$ cat src/rtl/adder_arbiter_if.sv
// adder_arbiter_if: bundles both requester handshakes and the shared adder
// connection. The master side is the requesters plus the external adder;
// the slave side is the arbiter itself.
interface adder_arbiter_if #(
  parameter int WIDTH = 5
);
  logic             req0;
  logic [WIDTH-1:0] x0;
  logic [WIDTH-1:0] y0;
  logic             ack0;
  logic [WIDTH-1:0] s0;
  logic             c0;

  logic             req1;
  logic [WIDTH-1:0] x1;
  logic [WIDTH-1:0] y1;
  logic             ack1;
  logic [WIDTH-1:0] s1;
  logic             c1;

  logic [WIDTH-1:0] add_x;
  logic [WIDTH-1:0] add_y;
  logic [WIDTH-1:0] add_s;
  logic             add_c5;

  logic             busy;
  logic             owner;

  modport master (
    output req0, x0, y0, req1, x1, y1, add_s, add_c5,
    input  ack0, s0, c0, ack1, s1, c1, add_x, add_y, busy, owner
  );

  modport slave (
    input  req0, x0, y0, req1, x1, y1, add_s, add_c5,
    output ack0, s0, c0, ack1, s1, c1, add_x, add_y, busy, owner
  );
endinterface

$ cat src/rtl/adder_arbiter.sv
// adder_arbiter: shares one external combinational adder between two
// requesters. The granted operands are registered onto the adder, held for
// SETTLE cycles while the carry ripples, then sum/carry are captured for the
// owner and a one-cycle ack is returned. Round-robin pointer breaks ties.
module adder_arbiter #(
  parameter int WIDTH  = 5,
  parameter int SETTLE = 1
) (
  input logic           clk,
  input logic           rst_n,
  adder_arbiter_if.slave bus
);

  typedef enum logic [1:0] {IDLE, WAIT, DONE} state_t;

  localparam logic [3:0] SETTLE_CNT = 4'(SETTLE);

  state_t           state, state_nxt;
  logic [3:0]       cnt, cnt_nxt;
  logic             ptr, ptr_nxt;
  logic             owner, owner_nxt;
  logic             busy, busy_nxt;
  logic             ack0, ack0_nxt;
  logic             ack1, ack1_nxt;
  logic             c0, c0_nxt;
  logic             c1, c1_nxt;
  logic [WIDTH-1:0] s0, s0_nxt;
  logic [WIDTH-1:0] s1, s1_nxt;
  logic [WIDTH-1:0] add_x, add_x_nxt;
  logic [WIDTH-1:0] add_y, add_y_nxt;
  logic             gnt;

  // With both requesting the pointer decides; otherwise whoever is asking wins.
  assign gnt = (bus.req0 && bus.req1) ? ptr : bus.req1;

  assign bus.ack0  = ack0;
  assign bus.ack1  = ack1;
  assign bus.s0    = s0;
  assign bus.c0    = c0;
  assign bus.s1    = s1;
  assign bus.c1    = c1;
  assign bus.add_x = add_x;
  assign bus.add_y = add_y;
  assign bus.busy  = busy;
  assign bus.owner = owner;

  // Next-state and next-register values; every register holds unless changed.
  always_comb begin
    state_nxt = state;
    cnt_nxt   = cnt;
    ptr_nxt   = ptr;
    owner_nxt = owner;
    busy_nxt  = busy;
    ack0_nxt  = ack0;
    ack1_nxt  = ack1;
    c0_nxt    = c0;
    c1_nxt    = c1;
    s0_nxt    = s0;
    s1_nxt    = s1;
    add_x_nxt = add_x;
    add_y_nxt = add_y;
    case (state)
      IDLE: begin
        if (bus.req0 || bus.req1) begin
          add_x_nxt = gnt ? bus.x1 : bus.x0;
          add_y_nxt = gnt ? bus.y1 : bus.y0;
          owner_nxt = gnt;
          ptr_nxt   = ~gnt;
          cnt_nxt   = SETTLE_CNT;
          busy_nxt  = 1'b1;
          state_nxt = WAIT;
        end
      end
      WAIT: begin
        cnt_nxt = cnt - 4'd1;
        if (cnt == 4'd1) begin
          if (owner) begin
            s1_nxt   = bus.add_s;
            c1_nxt   = bus.add_c5;
            ack1_nxt = 1'b1;
          end else begin
            s0_nxt   = bus.add_s;
            c0_nxt   = bus.add_c5;
            ack0_nxt = 1'b1;
          end
          state_nxt = DONE;
        end
      end
      DONE: begin
        ack0_nxt  = 1'b0;
        ack1_nxt  = 1'b0;
        busy_nxt  = 1'b0;
        state_nxt = IDLE;
      end
      default: state_nxt = IDLE;
    endcase
  end

  // State and output registers; reset abandons any operation in flight.
  always_ff @(posedge clk) begin
    if (!rst_n) begin
      state <= IDLE;
      cnt   <= 4'd0;
      ptr   <= 1'b0;
      owner <= 1'b0;
      busy  <= 1'b0;
      ack0  <= 1'b0;
      ack1  <= 1'b0;
      c0    <= 1'b0;
      c1    <= 1'b0;
      s0    <= '0;
      s1    <= '0;
      add_x <= '0;
      add_y <= '0;
    end else begin
      state <= state_nxt;
      cnt   <= cnt_nxt;
      ptr   <= ptr_nxt;
      owner <= owner_nxt;
      busy  <= busy_nxt;
      ack0  <= ack0_nxt;
      ack1  <= ack1_nxt;
      c0    <= c0_nxt;
      c1    <= c1_nxt;
      s0    <= s0_nxt;
      s1    <= s1_nxt;
      add_x <= add_x_nxt;
      add_y <= add_y_nxt;
    end
  end

endmodule

$ cat src/flat_wrapper.sv
// flat-port wrapper written by rule: the top's interface ports become plain ports
module adder_arbiter_flat 
#(
  parameter int WIDTH  = 5,
  parameter int SETTLE = 1
)
  (clk, rst_n, bus_req0, bus_x0, bus_y0, bus_req1, bus_x1, bus_y1, bus_add_s, bus_add_c5, bus_ack0, bus_s0, bus_c0, bus_ack1, bus_s1, bus_c1, bus_add_x, bus_add_y, bus_busy, bus_owner);
  adder_arbiter_if #(.WIDTH(WIDTH)) bus_i ();
  input logic clk;
  input logic rst_n;
  input wire logic [$bits(bus_i.req0)-1:0] bus_req0;
  input wire logic [$bits(bus_i.x0)-1:0] bus_x0;
  input wire logic [$bits(bus_i.y0)-1:0] bus_y0;
  input wire logic [$bits(bus_i.req1)-1:0] bus_req1;
  input wire logic [$bits(bus_i.x1)-1:0] bus_x1;
  input wire logic [$bits(bus_i.y1)-1:0] bus_y1;
  input wire logic [$bits(bus_i.add_s)-1:0] bus_add_s;
  input wire logic [$bits(bus_i.add_c5)-1:0] bus_add_c5;
  output wire logic [$bits(bus_i.ack0)-1:0] bus_ack0;
  output wire logic [$bits(bus_i.s0)-1:0] bus_s0;
  output wire logic [$bits(bus_i.c0)-1:0] bus_c0;
  output wire logic [$bits(bus_i.ack1)-1:0] bus_ack1;
  output wire logic [$bits(bus_i.s1)-1:0] bus_s1;
  output wire logic [$bits(bus_i.c1)-1:0] bus_c1;
  output wire logic [$bits(bus_i.add_x)-1:0] bus_add_x;
  output wire logic [$bits(bus_i.add_y)-1:0] bus_add_y;
  output wire logic [$bits(bus_i.busy)-1:0] bus_busy;
  output wire logic [$bits(bus_i.owner)-1:0] bus_owner;
  assign bus_i.req0 = bus_req0;
  assign bus_i.x0 = bus_x0;
  assign bus_i.y0 = bus_y0;
  assign bus_i.req1 = bus_req1;
  assign bus_i.x1 = bus_x1;
  assign bus_i.y1 = bus_y1;
  assign bus_i.add_s = bus_add_s;
  assign bus_i.add_c5 = bus_add_c5;
  assign bus_ack0 = bus_i.ack0;
  assign bus_s0 = bus_i.s0;
  assign bus_c0 = bus_i.c0;
  assign bus_ack1 = bus_i.ack1;
  assign bus_s1 = bus_i.s1;
  assign bus_c1 = bus_i.c1;
  assign bus_add_x = bus_i.add_x;
  assign bus_add_y = bus_i.add_y;
  assign bus_busy = bus_i.busy;
  assign bus_owner = bus_i.owner;
  adder_arbiter #(.WIDTH(WIDTH), .SETTLE(SETTLE)) u_core (.clk(clk), .rst_n(rst_n), .bus(bus_i));
endmodule
$ cat config.mk
export PLATFORM = sky130hd
export DESIGN_NAME = adder_arbiter_flat
export DESIGN_NICKNAME = d
export VERILOG_FILES = /design/src/rtl/adder_arbiter_if.sv /design/src/rtl/adder_arbiter.sv /design/src/flat_wrapper.sv
export SDC_FILE = /design/constraint.sdc
export NUM_CORES = 1
export LEC_CHECK = 0
export BUFFER_PORTS_ARGS = -buffer_cell sky130_fd_sc_hd__buf_2
export CORE_ASPECT_RATIO = 0.7
export CORE_MARGIN = 4
export CORE_UTILIZATION = 30
export DETAILED_ROUTE_END_ITERATION = 16
export GPL_TIMING_DRIVEN = 0
export PLACE_DENSITY_LB_ADDON = 0.12
export SETUP_SLACK_MARGIN = 0.05
export SLEW_MARGIN = 25
export SYNTH_ARGS = -nofsm -noshare
export SYNTH_HDL_FRONTEND = slang
export SYNTH_SLANG_ARGS = --single-unit
$ cat constraint.sdc
create_clock -name clk -period 2.1 [get_ports clk]
set_clock_uncertainty 0.15 [all_clocks]
set_input_delay 0.525 -clock clk [delete_from_list [all_inputs] [get_ports clk]]
set_output_delay 0.525 -clock clk [all_outputs]
set_load 0.02 [all_outputs]
==> flow_metrics.py <==
metrics = {
    "setup_path": {
        "end_kind": "flop",
        "cp-start-kind": "flop",
        "worstPathMaxFanout": 10,
        "cp_slowest_stage_delay_ps": 350,
        "crit_chain": "inv_1 -> ha_1 -> nand4bb_1 -> clkbuf_2 -> o21ai_0 -> a21oi_1",
        "required_ps": 2100,
        "path_class": "reg2reg",
        "arrival_ps": 1780,
        "cp_slowest_cell": "ha_1",
    },
    "pwr": {
        "peakVddDrop_mv": 0.604,
        "p_leak_nw": 0.870,
        "power.density_nw_per_um2": 1250,
    },
    "placement": {
        "io_buffers": 54,
        "dpl_worst_slack_ps": 347,
        "dpl.hpwl_um": 3140,
        "finalWeightedCongestion": 0.712,
    },
    "layout": {
        "fin_util_pct": 41.5,
        "drive_gt1_share_pct": 31.9,
        "nets": 274,
        "diodes": 0,
        "fillers": 544,
        "synthToLayoutAreaGrowth_pct": 30.2,
    },
    "synth": {
        "synth.area.top_cells": "dfxtp_1 42%, a21oi_1 7.7%, nand3_1 7.4%",
        "synth_cells": 176,
        "ys_types": 41,
        "synth-async-reset-ratio_pct": 0,
        "synth_common_cells": "33 x dfxtp_1, 24 x a21oi_1, 23 x nand3_1",
        "yosys_warnings": 0,
        "synth_nets": 213,
        "synth_most_common_cell": "dfxtp_1",
        "synth_top_area_share_pct": 42.2,
        "synth_top_cell_by_area": "dfxtp_1",
        "yosysSeqAreaShare_pct": 42.2,
        "ys_seq_elements": 33,
        "synth.avg_cell_area_um2": 8.89,
        "synth-edff-count": 0,
        "syn-cell-area_um2": 1570,
        "synth_top_flop_cell": "dfxtp_1",
    },
    "global_routing": {
        "grtUsageTotal_pct": 13.9,
        "overflow": 0,
        "antenna_found_initial": 0,
        "grt_pass1_wl_um": 6950,
        "first_global_vias": 1411,
        "grt_max_degree": 11,
    },
    "clock_tree": {
        "cts_made_buffers": 5,
        "htree_levels": 2,
        "cts_tree": "yes",
        "holdBufCountCts": 0,
        "clockBufferDepth": 2,
        "post_cts_buffers": 0,
        "cts.sinks": 33,
        "clk_pin_slew_ps": 70,
        "clock_latency_ps": 280,
        "ctsResizeCount": 0,
        "cts_root_buf": "clkbuf_8",
    },
    "drt": {
        "first_iter_violations": 50,
        "vias": 1518,
        "vias_per_cell": 4.94,
        "ant_nets": 0,
        "routedWlPerCell_um": 13.9,
        "post-route-drc-count": 0,
        "wirelength_um": 4280,
        "dr.pass1.iters": 4,
    },
    "die": {
        "die_h_um": 68.4,
        "rows": 21,
        "initial_utilization_pct": 31.9,
        "die_w_um": 94.3,
        "num_io_pins": 56,
        "core_um2": 4910,
        "dieArea_um2": 6460,
    },
    "sta": {
        "timing.final.ws_setup_ps": 326,
        "final-hold-violation-count": 0,
        "rsz0062_at_grt": "no",
        "slew_headroom_pct": 69.9,
        "period_share_pct": 84.5,
        "min_period_ps": 1770,
        "max_freq_ghz": 0.564,
        "finalSetupTns_ps": 0,
        "setup_viol_count_final": 0,
        "drv_slew": 0,
        "worstMarginPinSlew_ps": 451,
    },
    "min_path": {
        "hold_path_class": "reg2reg",
    },
    "run": {
        "drv_cap": 0,
    },
    "status": {
        "status": "completed",
    },
}
registers in the layout, summed over array words and instances, names as in the netlist, 2 cells and up:
signal            count
u_core.bus.add_x      5
u_core.bus.add_y      5
u_core.bus.s0         5
u_core.bus.s1         5
u_core.cnt            4
u_core.state          2
per-layer routing:
layer	track usage, %	routed length, um	part of all wire (%)	up-vias
li1	-	-	-	774
met4	4.32	36	0.84	0
met3	4.40	375	8.8	4
met1	20.3	2200	51	691
met5	0	0	0	-
met2	19.0	1670	39	49
layout by cell type (no fill, tap or decap), types with 2 or more instances in the layout:
cell      count
nand2_1       8
ha_1          7
nor2_1        5
a32oi_1      10
o21ai_0      15
clkbuf_1      3
inv_1         6
nor2b_1       2
inv_2         2
or3b_1        2
and2_1        2
buf_2        58
clkbuf_8      6
buf_6         3
a21oi_1      24
dfxtp_1      33
mux2i_1       2
o21a_1        2
nand3_1      23
o211a_1       2
cells by family (layout without fill, tap and decap cells):
family / Yosys count / count (layout) / synth area share [%]
AND/OR/NAND/NOR: 52 / 52 / 19.1
flip-flops: 33 / 33 / 42.2
buffers and inverters: 19 / 81 / 6.39
AO/OA/AOI/OAI: 62 / 62 / 24.7
adder cells (fa/ha/maj): 7 / 7 / 5.60
multiplexers: 3 / 3 / 2.00
stage by stage:
step	instances	power (mW)	instance area [um2]	hold slack (ps)
2_1_floorplan	176	1.64	1570	301
3_3_place_gp	299	1.94	1920	294
3_5_place_dp	299	1.94	1920	297
4_1_cts	307	2.58	2040	310
5_1_grt	307	2.75	2040	345
6_report	307	2.55	2040	307
worst max-delay path, delay by kind of cell, from the launching register on:
| family | cells | cell delay (ps) |
|---|---|---|
| AND/OR/NAND/NOR | 1 | 190 |
| buffers and inverters | 2 | 350 |
| flip-flops | 1 | 330 |
| adder cells (fa/ha/maj) | 1 | 350 |
| AO/OA/AOI/OAI | 2 | 280 |
final timing paths:
path                   startpoint              end  slack, ps  cells past startpoint
hold reg to reg   u_core.bus.ack0  u_core.bus.ack0        310                      2
setup reg to reg  u_core.state[1]    u_core.bus.c0        330                      6
hold / removal    u_core.bus.ack0  u_core.bus.ack0        310                      2
setup / recovery  u_core.state[1]    u_core.bus.c0        330                      6
power breakdown:
group	total, mW	internal, mW	switching, mW
clock network	0.629	0.387	0.242
registers	0.876	0.770	0.107
logic	1.05	0.432	0.613
area by class of cell:
class,instances,area [um2],share of cell area [%]
clock buffers,7,86.3,4.24
multi-input cells,124,805,39.5
flip-flops and latches,33,661,32.4
repair buffers,54,270,13.3
inverters,8,30.0,1.47
well taps,69,86.3,4.24
clock inverters,1,30.0,1.47
plain buffers,11,70.1,3.44
No activity file was read; power rests on OpenSTA's default activity.
